$ cat src/rtl/interleaver_pkg.sv
// Shared constants and index math for the WiMAX bit interleaver.
// Optional build macro: INTERLEAVER_REG_OUT_EN (registered outputs).
package interleaver_pkg;

    // QPSK default configuration
    localparam int NCBPS_QPSK = 192;
    localparam int NCPC_QPSK  = 2;
    localparam int D_QPSK     = 16;

    // second-permutation group size, never below 1
    function automatic int calc_s(input int ncpc);
        int s_raw;
        s_raw = ncpc / 2;
        return (s_raw < 1) ? 1 : s_raw;
    endfunction

    // destination position j of input bit k inside an ncbps-bit block
    function automatic int calc_index(
        input int k,
        input int ncbps,
        input int d,
        input int s
    );
        int m;
        int j;
        m = (ncbps / d) * (k % d) + (k / d);
        j = s * (m / s) + ((m + ncbps - ((d * m) / ncbps)) % s);
        return j;
    endfunction

endpackage

$ cat src/rtl/interleaver_index_gen.sv
// Constant lookup of the interleaved position for input counter k.
// Table contents are fixed at elaboration, no runtime division.
module interleaver_index_gen
    import interleaver_pkg::*;
#(
    parameter int Ncbps = NCBPS_QPSK,
    parameter int d     = D_QPSK,
    parameter int s     = 1,
    parameter int W     = $clog2(Ncbps)
) (
    input  logic [W-1:0] k,
    output logic [W-1:0] j
);

    logic [W-1:0] rom [Ncbps];

    for (genvar i = 0; i < Ncbps; i++) begin : g_rom
        assign rom[i] = W'(calc_index(i, Ncbps, d, s));
    end

    // k never leaves 0..Ncbps-1, so the table covers every reachable value
    assign j = rom[k];

endmodule

$ cat src/rtl/interleaver.sv
// Bit-serial WiMAX block interleaver: passes each bit through tagged
// with its interleaved index. Optional macro INTERLEAVER_REG_OUT_EN.
module interleaver
    import interleaver_pkg::*;
#(
    parameter int Ncbps = NCBPS_QPSK,
    parameter int Ncpc  = NCPC_QPSK,
    parameter int d     = D_QPSK,
    localparam int s    = calc_s(Ncpc),
    localparam int W    = $clog2(Ncbps)
) (
    input  logic         clk,
    input  logic         resetN,
    input  logic         ready_buffer,
    input  logic         valid_fec,
    input  logic         data_in,
    output logic         data_out,
    output logic [W-1:0] data_out_index,
    output logic         ready_interleaver,
    output logic         valid_interleaver
);

    if ((Ncbps % d) != 0 || s < 1 || Ncpc < 1) begin : g_param_err
        $error("interleaver: Ncbps must be a multiple of d and s >= 1");
    end

    logic [W-1:0] k;
    logic [W-1:0] j;
    logic         xfer;

    assign xfer = valid_fec && ready_buffer && !resetN;

    // input bit counter, wraps at the block boundary without a bubble
    always_ff @(posedge clk) begin
        if (resetN) begin
            k <= '0;
        end else if (xfer) begin
            if (k == W'(Ncbps - 1)) begin
                k <= '0;
            end else begin
                k <= k + 1'b1;
            end
        end
    end

    interleaver_index_gen #(
        .Ncbps (Ncbps),
        .d     (d),
        .s     (s),
        .W     (W)
    ) u_index_gen (
        .k (k),
        .j (j)
    );

    assign ready_interleaver = ready_buffer && !resetN;

`ifdef INTERLEAVER_REG_OUT_EN
    // output stage loads on each transfer, valid drops on any idle cycle
    always_ff @(posedge clk) begin
        if (resetN) begin
            data_out          <= 1'b0;
            data_out_index    <= '0;
            valid_interleaver <= 1'b0;
        end else if (xfer) begin
            data_out          <= data_in;
            data_out_index    <= j;
            valid_interleaver <= 1'b1;
        end else begin
            valid_interleaver <= 1'b0;
        end
    end
`else
    // zero-latency outputs, forced quiet while reset is held
    always_comb begin
        data_out          = data_in && !resetN;
        data_out_index    = resetN ? '0 : j;
        valid_interleaver = valid_fec && !resetN;
    end
`endif

endmodule

$ cat config.mk
export PLATFORM = sky130hd
export DESIGN_NAME = interleaver
export DESIGN_NICKNAME = d
export VERILOG_FILES = /design/src/rtl/interleaver_pkg.sv /design/src/rtl/interleaver_index_gen.sv /design/src/rtl/interleaver.sv
export SDC_FILE = /design/constraint.sdc
export NUM_CORES = 1
export LEC_CHECK = 0
export CAP_MARGIN = 40
export CELL_PAD_IN_SITES_DETAIL_PLACEMENT = 1
export CELL_PAD_IN_SITES_GLOBAL_PLACEMENT = 1
export CORE_ASPECT_RATIO = 1.5
export CORE_UTILIZATION = 36
export DETAILED_ROUTE_END_ITERATION = 8
export GPL_TIMING_DRIVEN = 0
export HOLD_SLACK_MARGIN = 0.02
export PLACE_DENSITY = 0.89
export SLEW_MARGIN = 25
export SYNTH_ARGS = -nofsm -noshare
export SYNTH_HDL_FRONTEND = slang
export SYNTH_SLANG_ARGS = --single-unit
$ cat constraint.sdc
create_clock -name clk -period 2.1 [get_ports clk]
set_input_delay 0.42 -clock clk [delete_from_list [all_inputs] [get_ports clk]]
set_output_delay 0.42 -clock clk [all_outputs]
set_load 0.02 [all_outputs]
* Yosys cells after proc, flatten, opt, wreduce, memory -nomap -nowiden
Memories as Yosys holds them, arrays and structs flattened.
Cells that the tools add are included.
** Word-level totals
- Memories :: 1
- Memory bits (read-only) :: 2048
- Input bits :: 5
- Output and inout port bits :: 11
- Register bits after elaboration :: 8
** Operators by class
- Add/subtract/negate cells :: 1
- Bitwise logic cells :: 1
- Muxes and demuxes :: 4
- Reductions and logical operators :: 6
- $lt $le $gt $ge :: 1
- Equality and inequality tests :: 1
** Memories
- (no name shown) :: depth 256, width 8, rd ports 1, clocked after memory_dff 0, write ports 0, RTL line interleaver_index_gen.sv:22 : assign j = rom[k];
** Operator list (number)
- $mux 8 :: 4
- $ge 9x9->1 const B :: 1
- $not 8->9 :: 1
- $add 8x1->8 const B :: 1
- $eq 8x8->1 const B :: 1
- $logic_and 1x1->1 :: 5
- $logic_not 1->1 :: 1

* Logic depth before layout (Yosys ltp)
Gate-level depths: netlist of run 1.
- Word-level depth :: 5
- Depth in mapped cells :: 7
- Mapped depth without buffers :: 6

* Modules after synthesis
A second synthesis of run 1 with hierarchy kept.
** Second synthesis, totals
- Cell total of the unflattened synthesis :: 99
- Area, all modules :: 828.3 um^2
** Modules (own cells, without submodules)
- interleaver :: area each 480.5 um^2, instances 1, cells each 58
- interleaver_index_gen :: area each 347.8 um^2, instances 1, cells each 41

* Least setup slack after synthesis of run 1
OpenSTA, ideal clock, no wires.
- Kind :: register -> output
- Start :: register k[1]
- End :: output data_out_index[6]
- Stages on the path, launching flop included :: 7
- Buffers on the path :: 1
- Path slack :: -0.179 ns
- Data arrival time :: 1.859 ns
- Cells stage by stage :: dfxtp_1 > buf_2 > inv_1 > ha_1 > a2111oi_0 > a211oi_1 > a211oi_1
** Between the ends
- Longest elaborated chain between the ends :: 5
** Ends and longest elaborated chain
- from (decl) :: RTL line interleaver.sv:27 : logic [W-1:0] k;
- from (signal assigned) :: RTL line interleaver.sv:41 : k <= k + 1'b1;
- $not 8->9 (implied by the code) :: RTL line interleaver_index_gen.sv:22
- $mem_v2 256x8
- $mux 8 (implied by the code) (2 in a row) :: RTL line interleaver_index_gen.sv:22
- $mux 8 :: RTL line interleaver.sv:77 : data_out_index = resetN ? '0 : j;
- to (decl) :: RTL line interleaver.sv:18 : output logic [W-1:0] data_out_index,
Every way passes these cells. The select of a mux whose other input is x is not followed.

* Final worst setup path of run 1
Same ends and word-level chain as after synthesis.

==> results of run 1 <==
==> report_power, final <==
part	internal, mW	leakage, nW	switching, mW
Clock	0.0659	0.0138	0.0616
Combinational	0.0464	0.425	0.0448
Sequential	0.153	0.0663	0.00400
==> worst max-delay path: cells and delay by family, from the launching register on <==
kind                       cells  cell delay [ns]
adders and majority gates      1             0.21
DFF                            1             0.35
AOI/OAI and AO/OA              3             0.57
buffers and inverters          3             0.42
==> area by class of cell <==
cell class              count  area (µm²)
fillers                   243         830
clock buffers               3        22.5
multi-input cells          77         692
repair buffers             25         219
flip-flops and latches      8         166
inverters                   6        26.3
well taps                  22        27.5
plain buffers               8        68.8
==> stage by stage <==
step	std cells	setup TNS [ns]	hold slack [ns]	util, %	power, mW
after floorplan	99	-0.00642	0.503	-	0.199
after detailed placement	135	-2.69	0.571	47.8	0.223
final	149	-0.508	0.491	59.6	0.376
after global placement	135	-2.30	0.533	47.8	0.221
after global routing	149	-0.720	0.511	59.6	0.392
after CTS	146	-0.252	0.485	56.8	0.373
==> placed cells by master, fill, tap and decap left out, types with 2 or more instances in the layout <==
cell type / Yosys / final
dfxtp_1: 8 / 5
ha_4: 0 / 3
o21ai_1: 0 / 2
nand2_1: 4 / 3
clkbuf_4: 0 / 3
buf_4: 0 / 16
a21oi_1: 5 / 4
nor2b_1: 4 / 3
nand2b_1: 3 / 3
xor2_1: 4 / 3
o21ai_0: 5 / 2
nor2_1: 7 / 7
a211oi_2: 0 / 7
nand2_2: 1 / 2
nand3_1: 3 / 3
o32ai_1: 3 / 2
dfxtp_2: 0 / 2
ha_1: 9 / 5
nand4_1: 3 / 3
buf_6: 3 / 6
inv_1: 6 / 4
mux2i_1: 3 / 2
and2b_1: 2 / 2
o31ai_1: 2 / 2
clkdlybuf4s50_1: 0 / 7
and3b_1: 2 / 2
==> logic make-up (layout without fill, tap and decap cells) <==
logic type / Yosys count / in the layout
buffers and inverters: 14 / 42
AND/OR/NAND/NOR: 35 / 35
multiplexers: 3 / 3
flip-flops: 8 / 8
XOR/XNOR: 5 / 5
adder cells (fa/ha/maj): 9 / 9
AO/OA/AOI/OAI: 25 / 25
==> layer usage <==
| layer | vias up | track usage [%] |
|---|---|---|
| li1 | 407 | - |
| met1 | 431 | 25.1 |
| met2 | 9 | 49.3 |
| met3 | 4 | 3.76 |
| met4 | 0 | 15.7 |
| met5 | - | 0 |
==> repair_timing <==
item | 4_1_cts | 5_1_grt
cloned | 0 | 0
pin swaps | 8 | 3
resized for setup | 53 | 13
setup buffers | 8 | 3
endpoints found under the setup margin | 6 | 7
==> how the worst max path moves through the flow <==
stage	depth (start not counted)	end
floorplan	6	data_out_index[6]
global placement	6	data_out_index[6]
detailed placement	6	data_out_index[6]
CTS	9	data_out_index[4]
global route	8	data_out_index[5]
finish	7	data_out_index[6]
==> results.toml, run 1 <==
[run_status]
status = "complete, but fails checks"
violations = "setup timing"

[worst_setup_path]
reg2reg_to = "k[3]"
r2r-start = "k[1]"
critPathRequiredTime_ns = 1.68
crit_path_end_kind = "output pin"
cp_max_fo = 3
crit_path_start = "k[1]"
rrSetupSlack_ns = 0.61
path_class = "flop to output pin"
reg2regPathDepth = 7
crit_chain = "buf_6 -> clkinvlp_4 -> ha_4 -> a2111oi_4 -> a211oi_2 -> a211oi_2 -> buf_4"
critPathSlowestCell = "dfxtp_2"
crit_top_cell = "a211oi_2"
worst_path_largest_cell_delay_ns = 0.35
worstPathArrival_ns = 1.82
cp-start-kind = "flop"

[synthesis]
synth-async-reset-ratio_pct = 0
synth_cell_type_count = 32
synth-seq-cells = 8
synth_xor_area_share_pct = 5.54
syn-num-nets = 113
syn_area_per_cell_um2 = 7.99
synth_top_family_by_area = "simple AND/OR/NAND/NOR gates"
synth_most_common_cell = "ha_1"
ys_seq_area_share_pct = 20.3
syn-cell-area_um2 = 791
synthMuxAreaShare_pct = 3.80
synth-compound-area-share_pct = 21.0
synth_top_area_share_pct = 20.3
synth_area_leader_cell = "dfxtp_1"
yosys_most_used_dff = "dfxtp_1"
netlist_instances = 99
ys_warn_count = 0
synthAdderAreaFrac_pct = 14.2
synth_common_cells = "9 x ha_1, 8 x dfxtp_1, 7 x a211oi_1, 7 x nor2_1, 6 x inv_1"
synth.area.top_cells = "dfxtp_1 20%, ha_1 14%, a211oi_1 6.6%"
synth-edff-count = 0
yosys.area_share.simple_pct = 25.3

[final_layout]
antenna_cells = 0
regMostFlops = "k"
top_regs = "k: 8 flops"
area_delta_synth_final_pct = 54.6
final_area_um2 = 1220
largest_register_ffs = 8
final_nets = 143
drive_gt1_share_pct = 41.7

[routing]
ant_nets = 0
route.met3.wl_um = 24
drt-met1-wl_mm = 1.14
drtPass1Iterations = 4
vias = 851
vias_per_cell = 5.71
drt-initial-drc-count = 18
drt-total-wl_mm = 2.79
wl_met2_mm = 1.58
top_layer = "met4"
wl_per_cell_um = 18.7
drc = 0

[placement]
hpwlAfterDp_mm = 1.64
place_ws_ns = -0.733
dpl_cell_area_um2 = 981
gp_routability_congestion = 0.811
portBuffers = 14

[sta]
layout_setup_ws_ns = -0.140
rsz0062_at_grt = "true"
fmax_ghz = 0.446
fin_crit_sh_pct = 107
setup_viol = 4
drv_slew = 0
min_period_ns = 2.24
clock_skew_ns = 0.0169
hold_viol_final = 0
worstMarginPinSlew_ns = 0.583
slew_headroom_pct = 61.1

[clock_tree]
clk_path_buf_depth = 2
cts_tree = "built"
cts_sinks = 8
cts_buffers = 3
cts-root-buf = "clkbuf_4"
cts_hold_buf = 0
path_clk_slew_ns = 0.07
cts_htree_levels = 1
clk_latency_ns = 0.27

[floorplan]
die_y_um = 59.4
io_pins = 16
num_rows = 20
die-area_um2 = 2390
die_w_um = 40.3
core_um2 = 2050
initial_core_util_pct = 38.5

[power_and_ir_drop]
leakage_nw = 0.505
ir_drop_mv = 0.280
cellPowerDensity_nw_per_um2 = 307

[global_routing]
grt_pass1_vias = 882
grt_max_degree = 11
antenna_found_initial = 0
grt_pass1_wl_mm = 4.20
grt_use_total_pct = 26.5
globalRouteOverflowTotal = 0

[run]
cap_violations = 0

[hold_path]
hp-start = "resetN"
min_path_type = "primary input to flop"
worstHoldPathCells = 3
min_to = "k[5]"
Power figures use the tool's default switching activity.
==> run 2, diff against run 1 <==
--- a/config.mk
+++ b/config.mk
@@ -9,11 +9,13 @@
 export CELL_PAD_IN_SITES_DETAIL_PLACEMENT = 1
 export CELL_PAD_IN_SITES_GLOBAL_PLACEMENT = 1
 export CORE_ASPECT_RATIO = 1.5
-export CORE_UTILIZATION = 36
+export CORE_UTILIZATION = 38
+export CTS_BUF_LIST = sky130_fd_sc_hd__clkbuf_4
+export CTS_CLUSTER_SIZE = 30
 export DETAILED_ROUTE_END_ITERATION = 8
 export GPL_TIMING_DRIVEN = 0
 export HOLD_SLACK_MARGIN = 0.02
-export PLACE_DENSITY = 0.89
+export PLACE_DENSITY = 0.92
 export SLEW_MARGIN = 25
 export SYNTH_ARGS = -nofsm -noshare
 export SYNTH_HDL_FRONTEND = slang
==> run 2 against run 1 <==
The run still ends with setup timing left. Global-route usage is 1.0 points higher. Utilization is 4.0 points higher. Combinational power is 11% higher. Maximum frequency is 1.4% lower. Hold slack better by 0.015 ns. Non-clock buffer count is 1 lower. Register-to-register slack better by 0.05 ns. Via count is 0.71% lower. Setup slack worse by 0.031 ns. Flip-flop and latch count stayed put. Clock skew is 0.0034 ns lower. Critical path depth is 1 higher. Critical endpoint is now data_out_index[4]. Largest power group unchanged.
==> results.toml, run 2 (synthesis gave the netlist of run 1 again) <==
[global_routing]
globalRouteOverflowTotal = 0
grt_use_total_pct = 27.5
grt_pass1_wl_mm = 4.33
grt_max_degree = 11
antenna_found_initial = 0
grt_pass1_vias = 895

[final_layout]
regMostFlops = "k"
seqCellArea_um2 = 169
largest_register_ffs = 8
final_cell_mix = "11 x buf_4, 8 x buf_6, 7 x nor2_1, 7 x clkdlybuf4s50_1"
top_regs = "k: 8 flops"
final_nets = 142
area_delta_synth_final_pct = 52.8
multi_input_area_um2 = 677
fillers = 217
antenna_cells = 0
drive_gt1_share_pct = 38.9
final_cells = 147
final_common_cell = "buf_4"

[sta]
rsz0062_at_grt = "true"
setup_viol = 4
min_period_ns = 2.27
clock_skew_ns = 0.0134
hold_viol_final = 0
slew_headroom_pct = 56.6
drv_slew = 0
fin_crit_sh_pct = 108
layout_setup_ws_ns = -0.171
worstMarginPinSlew_ns = 0.651
fmax_ghz = 0.440

[floorplan]
io_pins = 16
die-area_um2 = 2270
core_um2 = 1900
die_w_um = 39.2
initial_core_util_pct = 41.6
die_y_um = 57.9
num_rows = 19

[worst_setup_path]
critPathRequiredTime_ns = 1.68
crit_chain = "buf_6 -> clkinvlp_4 -> ha_4 -> buf_6 -> xor2_2 -> a211oi_2 -> a211oi_2 -> buf_4"
crit_path_end_kind = "output pin"
worstPathArrival_ns = 1.85
critPathSlowestCell = "dfxtp_4"
path_class = "flop to output pin"
rrSetupSlack_ns = 0.66
cp-start-kind = "flop"
cp_max_fo = 3
worst_path_largest_cell_delay_ns = 0.34
path_buf_inv = 4
path_delay_family = "buffers and inverters"

[power_and_ir_drop]
leakage_nw = 0.490
ir_drop_mv = 0.326
cellPowerDensity_nw_per_um2 = 310
finalPower_mw = 0.375

[clock_tree]
clk_latency_ns = 0.26
cts_htree_levels = 1
cts_buffers = 3
cts_hold_buf = 0
cts_sinks = 8
path_clk_slew_ns = 0.06
cts_tree = "built"
clk_path_buf_depth = 2
cts-root-buf = "clkbuf_4"

[run_status]
status = "complete, but fails checks"
violations = "setup timing"

[routing]
drc = 0
drt-total-wl_mm = 2.89
vias_per_cell = 5.75
drt-initial-drc-count = 11
drtPass1Iterations = 5
wl_per_cell_um = 19.6
ant_nets = 0
vias = 845

[placement]
hpwlAfterDp_mm = 1.64
gp_routability_congestion = 0.785
portBuffers = 14
dp_cells = 134

[run]
cap_violations = 0

[hold_path]
min_path_type = "primary input to flop"
-- run 2: worst paths after layout --
check,start,endpoint,depth (start not counted)
max,k[1],data_out_index[4],8
min,resetN,k[5],3
min reg2reg,k[0],k[0],2
max reg2reg,k[1],k[3],6
-- run 2: worst min-delay path, stage by stage --
cell	delay, ns
buf_6	0.10
nand2b_1	0.12
o32ai_1	0.07
-- run 2: metrics by stage --
stage / setup slack (ns) / hold slack (ns) / utilization, % / setup TNS (ns) / instance area, µm²
6_report: -0.171 / 0.506 / 63.6 / -0.479 / 1210
4_1_cts: -0.117 / 0.499 / 60.2 / -0.408 / 1140
3_3_place_gp: -0.585 / 0.551 / 51.5 / -2.32 / 980
3_5_place_dp: -0.693 / 0.556 / 51.5 / -2.75 / 980
5_1_grt: -0.227 / 0.532 / 63.6 / -0.742 / 1210
2_1_floorplan: -0.00642 / 0.503 / - / -0.00642 / 813
-- run 2: cell type report --
cell class / instances / share of cell area, %
Buffer: 8 / 6.00
Clock buffer: 3 / 1.86
Inverter: 6 / 2.38
Multi-Input combinational cell: 77 / 56.0
Sequential cell: 8 / 14.0
Tap cell: 21 / 2.17
Timing Repair Buffer: 24 / 17.6
-- run 2: power by group --
group | leakage [nW] | internal, mW | switching [mW]
combinational | 0.409 | 0.0521 | 0.0484
sequential | 0.0666 | 0.152 | 0.00375
clock | 0.0138 | 0.0654 | 0.0528
total | 0.490 | 0.270 | 0.105
-- run 2: repair_timing --
| action | in CTS | in global routing |
|---|---|---|
| buffers inserted | 7 | 3 |
| resized for setup | 50 | 15 |
| endpoints found under the setup margin | 6 | 7 |
| hold endpoints to repair | 0 | 0 |
| pin swaps | 5 | 3 |
-- run 2: routing by layer --
metal	vias up	GRT usage (%)	share of wire, %
li1	407	-	-
met1	404	31.0	42
met2	26	51.9	53
met3	8	2.30	2.8
met4	0	7.39	2.8
met5	-	0	0
